File: src/rtl/mulpop_pkg.sv
// Shared types and constants for the multiply/popcount job scheduler.
package mulpop_pkg;

    typedef enum logic [1:0] {
        IDLE  = 2'd0,
        ISSUE = 2'd1,
        WAIT  = 2'd2,
        RESP  = 2'd3
    } state_e;

    localparam int ST_OVF = 0;
    localparam int ST_TMO = 1;

    localparam int DEF_OPW = 24;
    localparam int DEF_RW  = 32;
    localparam int POPW    = 6;

    localparam logic REQ_BUS  = 1'b0;
    localparam logic REQ_GPIO = 1'b1;

endpackage

File: src/rtl/mulpop_rr_arb2.sv
// Two-way round-robin grant; rr_ptr only breaks ties when both requesters are valid.
module mulpop_rr_arb2
    import mulpop_pkg::*;
(
    input  logic [1:0] req_valid,
    input  logic       rr_ptr,
    output logic       grant_valid,
    output logic       grant_id
);

    always_comb begin
        grant_valid = |req_valid;
        case (req_valid)
            2'b11:   grant_id = rr_ptr;
            2'b10:   grant_id = REQ_GPIO;
            default: grant_id = REQ_BUS;
        endcase
    end

endmodule

File: src/rtl/mulpop_job_sched.sv
// Shares one multiply/popcount engine between the bus (0) and GPIO (1) requesters,
// with a WAIT timeout and per-owner response return.
//
//   state | meaning
//   IDLE  | no job; grant a requester and latch its operands
//   ISSUE | pulse eng_start (registered, visible next cycle), clear timeout counter
//   WAIT  | wait for eng_done or timeout expiry
//   RESP  | hold response for the owner until it takes it
module mulpop_job_sched
    import mulpop_pkg::*;
#(
    parameter int OPW     = DEF_OPW,
    parameter int RW      = DEF_RW,
    parameter int TIMEOUT = 64
) (
    input  logic             clk,
    input  logic             n_reset,
    input  logic [1:0]       req_valid,
    output logic [1:0]       req_ready,
    input  logic [OPW-1:0]   req0_a1,
    input  logic [OPW-1:0]   req0_a2,
    input  logic [OPW-1:0]   req1_a1,
    input  logic [OPW-1:0]   req1_a2,
    output logic [1:0]       rsp_valid,
    input  logic [1:0]       rsp_ready,
    output logic [RW-1:0]    rsp_w,
    output logic [POPW-1:0]  rsp_l,
    output logic [1:0]       rsp_status,
    output logic             eng_start,
    output logic [OPW-1:0]   eng_a1,
    output logic [OPW-1:0]   eng_a2,
    input  logic             eng_done,
    input  logic [RW-1:0]    eng_w,
    input  logic [POPW-1:0]  eng_l,
    input  logic             eng_ovf,
    output logic             busy,
    output logic [15:0]      op_count
);

    localparam int TW = (TIMEOUT > 2) ? $clog2(TIMEOUT) : 1;
    localparam logic [TW-1:0] TMO_LAST = TW'(TIMEOUT - 1);

    localparam logic [1:0] S_IDLE  = IDLE;
    localparam logic [1:0] S_ISSUE = ISSUE;
    localparam logic [1:0] S_WAIT  = WAIT;
    localparam logic [1:0] S_RESP  = RESP;

    logic [1:0]    state;
    logic          rr_ptr;
    logic          owner;
    logic [TW-1:0] tmo_cnt;
    logic [15:0]   op_count_q;
    logic          grant_valid;
    logic          grant_id;
    logic [1:0]    owner_mask;
    logic [1:0]    tmo_status;

    mulpop_rr_arb2 u_arb (
        .req_valid   (req_valid),
        .rr_ptr      (rr_ptr),
        .grant_valid (grant_valid),
        .grant_id    (grant_id)
    );

    assign owner_mask = owner ? 2'b10 : 2'b01;
    assign busy       = (state != S_IDLE);
    assign op_count   = op_count_q;

    always_comb begin
        tmo_status         = 2'b00;
        tmo_status[ST_TMO] = 1'b1;
    end

    always_ff @(posedge clk) begin
        if (!n_reset) begin
            state      <= S_IDLE;
            rr_ptr     <= REQ_BUS;
            owner      <= REQ_BUS;
            tmo_cnt    <= '0;
            op_count_q <= '0;
            req_ready  <= '0;
            rsp_valid  <= '0;
            rsp_w      <= '0;
            rsp_l      <= '0;
            rsp_status <= '0;
            eng_start  <= 1'b0;
            eng_a1     <= '0;
            eng_a2     <= '0;
        end else begin
            req_ready <= '0;
            eng_start <= 1'b0;
            case (state)
                S_IDLE: begin
                    if (grant_valid) begin
                        req_ready <= grant_id ? 2'b10 : 2'b01;
                        owner     <= grant_id;
                        eng_a1    <= grant_id ? req1_a1 : req0_a1;
                        eng_a2    <= grant_id ? req1_a2 : req0_a2;
                        state     <= S_ISSUE;
                    end
                end
                S_ISSUE: begin
                    eng_start <= 1'b1;
                    tmo_cnt   <= '0;
                    state     <= S_WAIT;
                end
                S_WAIT: begin
                    // eng_done has priority over a coincident expiry
                    if (eng_done) begin
                        rsp_w              <= eng_w;
                        rsp_l              <= eng_l;
                        rsp_status         <= 2'b00;
                        rsp_status[ST_OVF] <= eng_ovf;
                        rsp_valid          <= owner_mask;
                        state              <= S_RESP;
                    end else if (tmo_cnt == TMO_LAST) begin
                        rsp_w      <= '0;
                        rsp_l      <= '0;
                        rsp_status <= tmo_status;
                        rsp_valid  <= owner_mask;
                        state      <= S_RESP;
                    end else begin
                        tmo_cnt <= tmo_cnt + 1'b1;
                    end
                end
                S_RESP: begin
                    if (rsp_ready[owner]) begin
                        rsp_valid  <= '0;
                        rr_ptr     <= ~owner;
                        op_count_q <= op_count_q + 16'd1;
                        state      <= S_IDLE;
                    end
                end
                default: state <= S_IDLE;
            endcase
        end
    end

endmodule

File: config.mk
export PLATFORM = sky130hd
export DESIGN_NAME = mulpop_job_sched
export DESIGN_NICKNAME = d
export VERILOG_FILES = /design/src/rtl/mulpop_pkg.sv /design/src/rtl/mulpop_rr_arb2.sv /design/src/rtl/mulpop_job_sched.sv
export SDC_FILE = /design/constraint.sdc
export NUM_CORES = 1
export LEC_CHECK = 0
export ABC_AREA = 1
export ABC_CLOCK_PERIOD_IN_PS = 1600
export CAP_MARGIN = 20
export CORE_AREA = 2 2 138 113
export CTS_CLUSTER_DIAMETER = 30
export DETAILED_ROUTE_END_ITERATION = 12
export DIE_AREA = 0 0 140 115
export PLACE_DENSITY = 0.7
export RECOVER_POWER = 50
export SKIP_LAST_GASP = 1
export SYNTH_ARGS = -nofsm -noshare
export SYNTH_HDL_FRONTEND = slang
export SYNTH_SLANG_ARGS = --single-unit
export TNS_END_PERCENT = 50
File: constraint.sdc
create_clock -name clk -period 1.6 [get_ports clk]
set_clock_uncertainty 0.05 [all_clocks]
set_input_delay 0.16 -clock clk [delete_from_list [all_inputs] [get_ports clk]]
set_output_delay 0.16 -clock clk [all_outputs]
set_load 0.05 [all_outputs]
After elaboration in Yosys (flattened, before gate mapping)

Index checks and enable logic that the tools add are counted.

Magnitude comparators: 1
Divide/modulo/power cells: 0
Equality and inequality tests: 11
Multiply operators: 0
Bitwise operators: 1
Shift operators: 0
Add/sub/neg operators: 2
Mux-type cells: 25
Reductions and logical operators: 13

Operators by type and width:

| operator                                            | number |
|---|---|
| 2-to-1 mux 32 bit                                   | 2 |
| 2-to-1 mux 24 bit                                   | 2 |
| 2-to-1 mux 6 bit                                    | 4 |
| 2-to-1 mux 2 bit                                    | 10 |
| adder 16 x 1 -> 16 bit, second input constant       | 1 |
| case mux 6 bit (2 select lines)                     | 1 |
| AND reduction 3 bit                                 | 4 |
| equality test 2 bit, second input constant          | 4 |
| inequality test 2 bit, second input constant        | 4 |
| case mux 2 bit (4 select lines)                     | 1 |
| nonzero test 2 bit                                  | 4 |
| adder 6 x 1 -> 6 bit, second input constant         | 1 |
| equality test 6 bit, second input constant          | 1 |
| AND reduction 2 bit                                 | 3 |
| case mux 2 bit (2 select lines)                     | 1 |
| 2-to-1 mux 1 bit                                    | 3 |
| inequality test 3 bit, second input constant        | 1 |
| equality test 2 x 1 -> 1 bit, second input constant | 1 |
| zero test 2 bit                                     | 1 |
| < comparator 1 x 2 -> 1 bit, second input constant  | 1 |
| case mux 1 bit (2 select lines)                     | 1 |
| OR reduction 2 bit                                  | 1 |
| NOT 1 bit                                           | 1 |

Memories kept: 0
Bits in latches: 0
Logic and storage cells: 66
Memory bits (read-only): 0
Output and inout port bits: 110
Register bits: 119
Bits in writable memories: 0

Longest topological paths before layout

Depth after elaboration: 4
Depth in mapped cells: 10
Mapped depth without buffers: 10

Modules after synthesis

From an unflattened synthesis, not the netlist that was laid out.

Cells, all modules: 729
Area, all modules: 5245.0 µm²

By module, submodules not included:

| module           | area each (µm²) | seq. area each (µm²) | cells an instance | times used |
|---|---|---|---|---|
| mulpop_job_sched | 5222.5          | 2382.3               | 724               | 1 |
| mulpop_rr_arb2   | 22.5            | 0.0                  | 5                 | 1 |

Worst setup path after synthesis

OpenSTA, ideal clock, no wires.

Path kind: register to register
Start: register op_count_q[1] (netlist: op_count[1])
End: register op_count_q[8] (netlist: op_count[8])
Slack: -0.135 ns
Setup time: 0.116 ns
Arrival time: 1.569 ns
Cell stages (with the launch flop): 9
Path buffers: 0
Path through: dfxtp_1 ha_1 inv_1 nor2_1 nand2_1 nor2_4 nand2_1 o21ai_0 nor2_1

Word-level cells in the longest chain between the ends: 1

Ends and longest elaborated chain:

| element                  | line                    | source |
|---|---|---|
| start: declaration       | mulpop_job_sched.sv:52  | `logic [15:0] op_count_q;` |
| start signal: assignment | mulpop_job_sched.sv:130 | `op_count_q <= op_count_q + 16'd1;` |
| adder 16 x 1 -> 16 bit   | mulpop_job_sched.sv:130 |  |

No other way between the ends.
A chain may end at the register's enable or synchronous reset.

Worst setup path in the final report

Start: register tmo_cnt[1]
End: register rsp_w[18]

Word-level cells in the longest chain between the ends: 3

Ends and longest elaborated chain:

| element                              | line                    | source |
|---|---|---|
| start: declaration                   | mulpop_job_sched.sv:51  | `logic [TW-1:0] tmo_cnt;` |
| start signal: assignment             | mulpop_job_sched.sv:123 | `tmo_cnt <= tmo_cnt + 1'b1;` |
| equality test 6 bit                  | mulpop_job_sched.sv:116 | `end else if (tmo_cnt == TMO_LAST) begin` |
| nonzero test 2 bit (no source line)  | n/a                     |  |
| AND reduction 2 bit (no source line) | n/a                     |  |
| end signal: assignment               | mulpop_job_sched.sv:110 | `rsp_w <= eng_w;` |
| end: declaration                     | mulpop_job_sched.sv:26  | `output logic [RW-1:0] rsp_w,` |

No other way between the ends.

==> impl_metrics.tcl <==
set metrics [dict create \
    cts-htree-levels 4 \
    drt-vias-per-instance 4.89 \
    area_of_the_core_um2 14800 \
    critical_path_fanouts_max 20 \
    final_instance_count_without_filler_cells 1150 \
    syn_inst 695 \
    groute.usage.overall_pct 20.4 \
    i_o_pin_count 252 \
    cts_hold_buffers 0 \
    n_fill_cell 1430 \
    edff_count_synth 0 \
    layout-drive-gt1-share_pct 17.7 \
    synth.most_common_cell "sky130_fd_sc_hd__nand2_1" \
    finalHoldViolations 0 \
    sequential_element_share_of_the_synthesized_area_pct 46.9 \
    cts_root_buf "sky130_fd_sc_hd__clkbuf_16" \
    rsz_0062_raised_after_global_routing "yes" \
    postSynthNetCount 843 \
    crit_path_start_kind "flip-flop" \
    crit_arrival_ps 1760 \
    syn2layout_area_growth_pct 59.1 \
    final_nets 1096 \
    clk_path_buf_depth 2 \
    grt_overflow 0 \
    maxCapViolations 0 \
    antenna_found_initial 1 \
    fmax_mhz 654 \
    ys_seq_elements 119 \
    post-route-util_pct 54.8 \
    worst_ir_drop_vdd_mv 0.764 \
    failed_checks "DRC" \
    wire_per_inst_um 15.2 \
    via_count_of_the_first_global_routing_pass 5098 \
    final_gp_congestion 0.804 \
    fp-row-count 40 \
    chip_width_um 140 \
    grt_max_degree 53 \
    clkTransAtPathRegs_ps 50 \
    max_stage_delay_ps 360 \
    io_buffers 251 \
    yosys-top-cells-count "sky130_fd_sc_hd__nand2_1 (195), sky130_fd_sc_hd__dfxtp_1 (119), sky130_fd_sc_hd__nand3_1 (55)" \
    syn_area_per_cell_um2 7.31 \
    initial_core_util_pct 34.4 \
    route.final.wire_length_mm 17.5 \
    cts.sinks 119 \
    drtIter0Drc 370 \
    first_pass_grt_wire_length_mm 26.0 \
    dp.cells 1109 \
    worst_pin_slew_ps 630 \
    clk-insertion-delay-late_ps 410 \
    p_per_area_nw_per_um2 1610 \
    maxSlewViolCount 0 \
    synth_largest_area_cell "sky130_fd_sc_hd__dfxtp_1" \
    ant_nets 0 \
    synth-warning-count 0 \
    die_y_um 115 \
    design.die.area_um2 16100 \
    min_period_ps 1530 \
    ys.flop_type "sky130_fd_sc_hd__dfxtp_1" \
    dpl.hpwl_mm 12.0 \
    cp.buffers_inverters 1 \
    first_pass_iters 11 \
    path_delay_family "simple AND/OR/NAND/NOR gates" \
    numCtsBuffers 17 \
    timing.critical_path.required_ps 1840 \
    synth_top_cell_area_share_pct 46.9 \
    synth-async-reset-ratio_pct 0 \
    path_class "reg2reg" \
    fin_crit_sh_pct 95.6 \
    netlist_area_um2 5080 \
    holdCritPathClass "in2reg" \
    yosys-top-cells-area "sky130_fd_sc_hd__dfxtp_1 (47%), sky130_fd_sc_hd__nand2_1 (14%), sky130_fd_sc_hd__a31oi_1 (5.9%)" \
    via_count 5623 \
    slew_headroom_pct 58.2 \
    number_of_distinct_library_cells_after_synthesis 29 \
    critical_path.slowest_cell "sky130_fd_sc_hd__dfxtp_1" \
    crit_path_end_kind "flip-flop" \
    outcome "finished, violations left" \
    cellLeakagePower_nw 3.31 \
    drc_errors 4 \
    worst_path_cell_trace "ha_2, nand2_1, nor2_2, nand3_2, clkbuf_16, nand3_1, a21oi_1" \
    tritoncts "done" \
    setup_viol_count_final 0 \
]
==> path summary, 6_finish.rpt <==
check,from,endpoint,slack [ps],cells after the start
setup / recovery,tmo_cnt[1]$_SDFFE_PN0P_,rsp_w[18]$_SDFFE_PN0P_,70,7
hold / removal,n_reset,op_count[4]$_SDFFE_PN0P_,60,3
setup reg to reg,tmo_cnt[1]$_SDFFE_PN0P_,rsp_w[18]$_SDFFE_PN0P_,70,7
hold reg to reg,rsp_status[1]$_SDFFE_PN0P_,rsp_status[1]$_SDFFE_PN0P_,410,2
==> placed cells by master (no fill, tap or decap), types with 2 or more instances in the layout <==
master and n:
sky130_fd_sc_hd__a21oi_1 52, sky130_fd_sc_hd__a31oi_1 48, sky130_fd_sc_hd__buf_12 11, sky130_fd_sc_hd__buf_4 15, sky130_fd_sc_hd__bufinv_16 2, sky130_fd_sc_hd__clkbuf_1 34
sky130_fd_sc_hd__clkbuf_16 21, sky130_fd_sc_hd__clkbuf_2 76, sky130_fd_sc_hd__clkbuf_8 4, sky130_fd_sc_hd__clkdlybuf4s50_1 140, sky130_fd_sc_hd__clkinv_2 4, sky130_fd_sc_hd__dfxtp_1 114
sky130_fd_sc_hd__dfxtp_2 5, sky130_fd_sc_hd__ha_1 4, sky130_fd_sc_hd__ha_2 2, sky130_fd_sc_hd__inv_1 33, sky130_fd_sc_hd__inv_2 6, sky130_fd_sc_hd__nand2_1 194
sky130_fd_sc_hd__nand2_2 5, sky130_fd_sc_hd__nand3_1 53, sky130_fd_sc_hd__nand3_2 2, sky130_fd_sc_hd__nand4_1 8, sky130_fd_sc_hd__nor2_1 42, sky130_fd_sc_hd__nor2_2 6
sky130_fd_sc_hd__nor2_4 4, sky130_fd_sc_hd__nor3_1 2, sky130_fd_sc_hd__o21ai_0 52, sky130_fd_sc_hd__o21ai_1 8, sky130_fd_sc_hd__o21ai_4 2
==> logic make-up after synthesis <==
group	after synthesis	synth area share, %
and+or+nand+nor	318	26.6
AOI/OAI and AO/OA	166	18.0
DFF	119	46.9
buffers and inverters	85	6.80
adders and majority gates	6	1.48
xor gates and xnor gates	1	0.172
==> cell type report <==
class                   instances  area, um^2  area share (%)
repair buffers                279        2340            28.9
clock buffers                  23         488            6.04
clock inverters                 8        96.3            1.19
inverters                      40         150            1.86
multi-input cells             491        2380            29.5
flip-flops and latches        119        2390            29.5
well taps                     189         236            2.93
diodes                          1        2.50          0.0310
==> power breakdown <==
part           switching [mW]  total (mW)  internal [mW]
combinational            3.72        5.28           1.57
sequential              0.345        3.94           3.59
clock                    1.32        3.76           2.44
total                    5.39        13.0           7.60
==> per-stage QoR <==
stage	hold slack (ps)	setup TNS [ps]	area (um^2)	power, mW	setup slack [ps]
6_report	58.2	0	8080	13.0	70.7
4_1_cts	38.6	0	8230	13.2	1.66
5_1_grt	46.4	-16.8	8080	13.6	-16.8
3_3_place_gp	403	-1.67	7640	9.34	-1.67
3_5_place_dp	413	-560	7640	9.36	-45.7
2_1_floorplan	259	0	5080	7.42	19.7
==> worst min-delay path, stage by stage <==
cell and delay (ps):
sky130_fd_sc_hd__buf_2 110, sky130_fd_sc_hd__clkinv_1 140, sky130_fd_sc_hd__a21oi_1 50
==> sequential cells by signal, indices dropped and copies added, names as in the netlist <==
register / count
eng_a1: 24
eng_a2: 24
eng_start: 1
op_count: 16
owner: 1
req_ready: 2
rr_ptr: 1
rsp_l: 6
rsp_status: 2
rsp_valid: 2
rsp_w: 32
state: 2
tmo_cnt: 6
==> repair_timing <==
action                                  4_1_cts  5_1_grt
resized for setup                             0       11
buffers inserted                              0        5
endpoints found under the setup margin        0       88
==> metal layers <==
layer / GRT usage, % / wire length (um) / up-vias
li1: - / - / 2840
met1: 25.1 / 7470 / 2591
met2: 33.8 / 8500 / 171
met3: 6.37 / 1180 / 21
met4: 7.81 / 323 / 0
met5: 0 / 0 / -
Power figures use the tool's default switching activity.
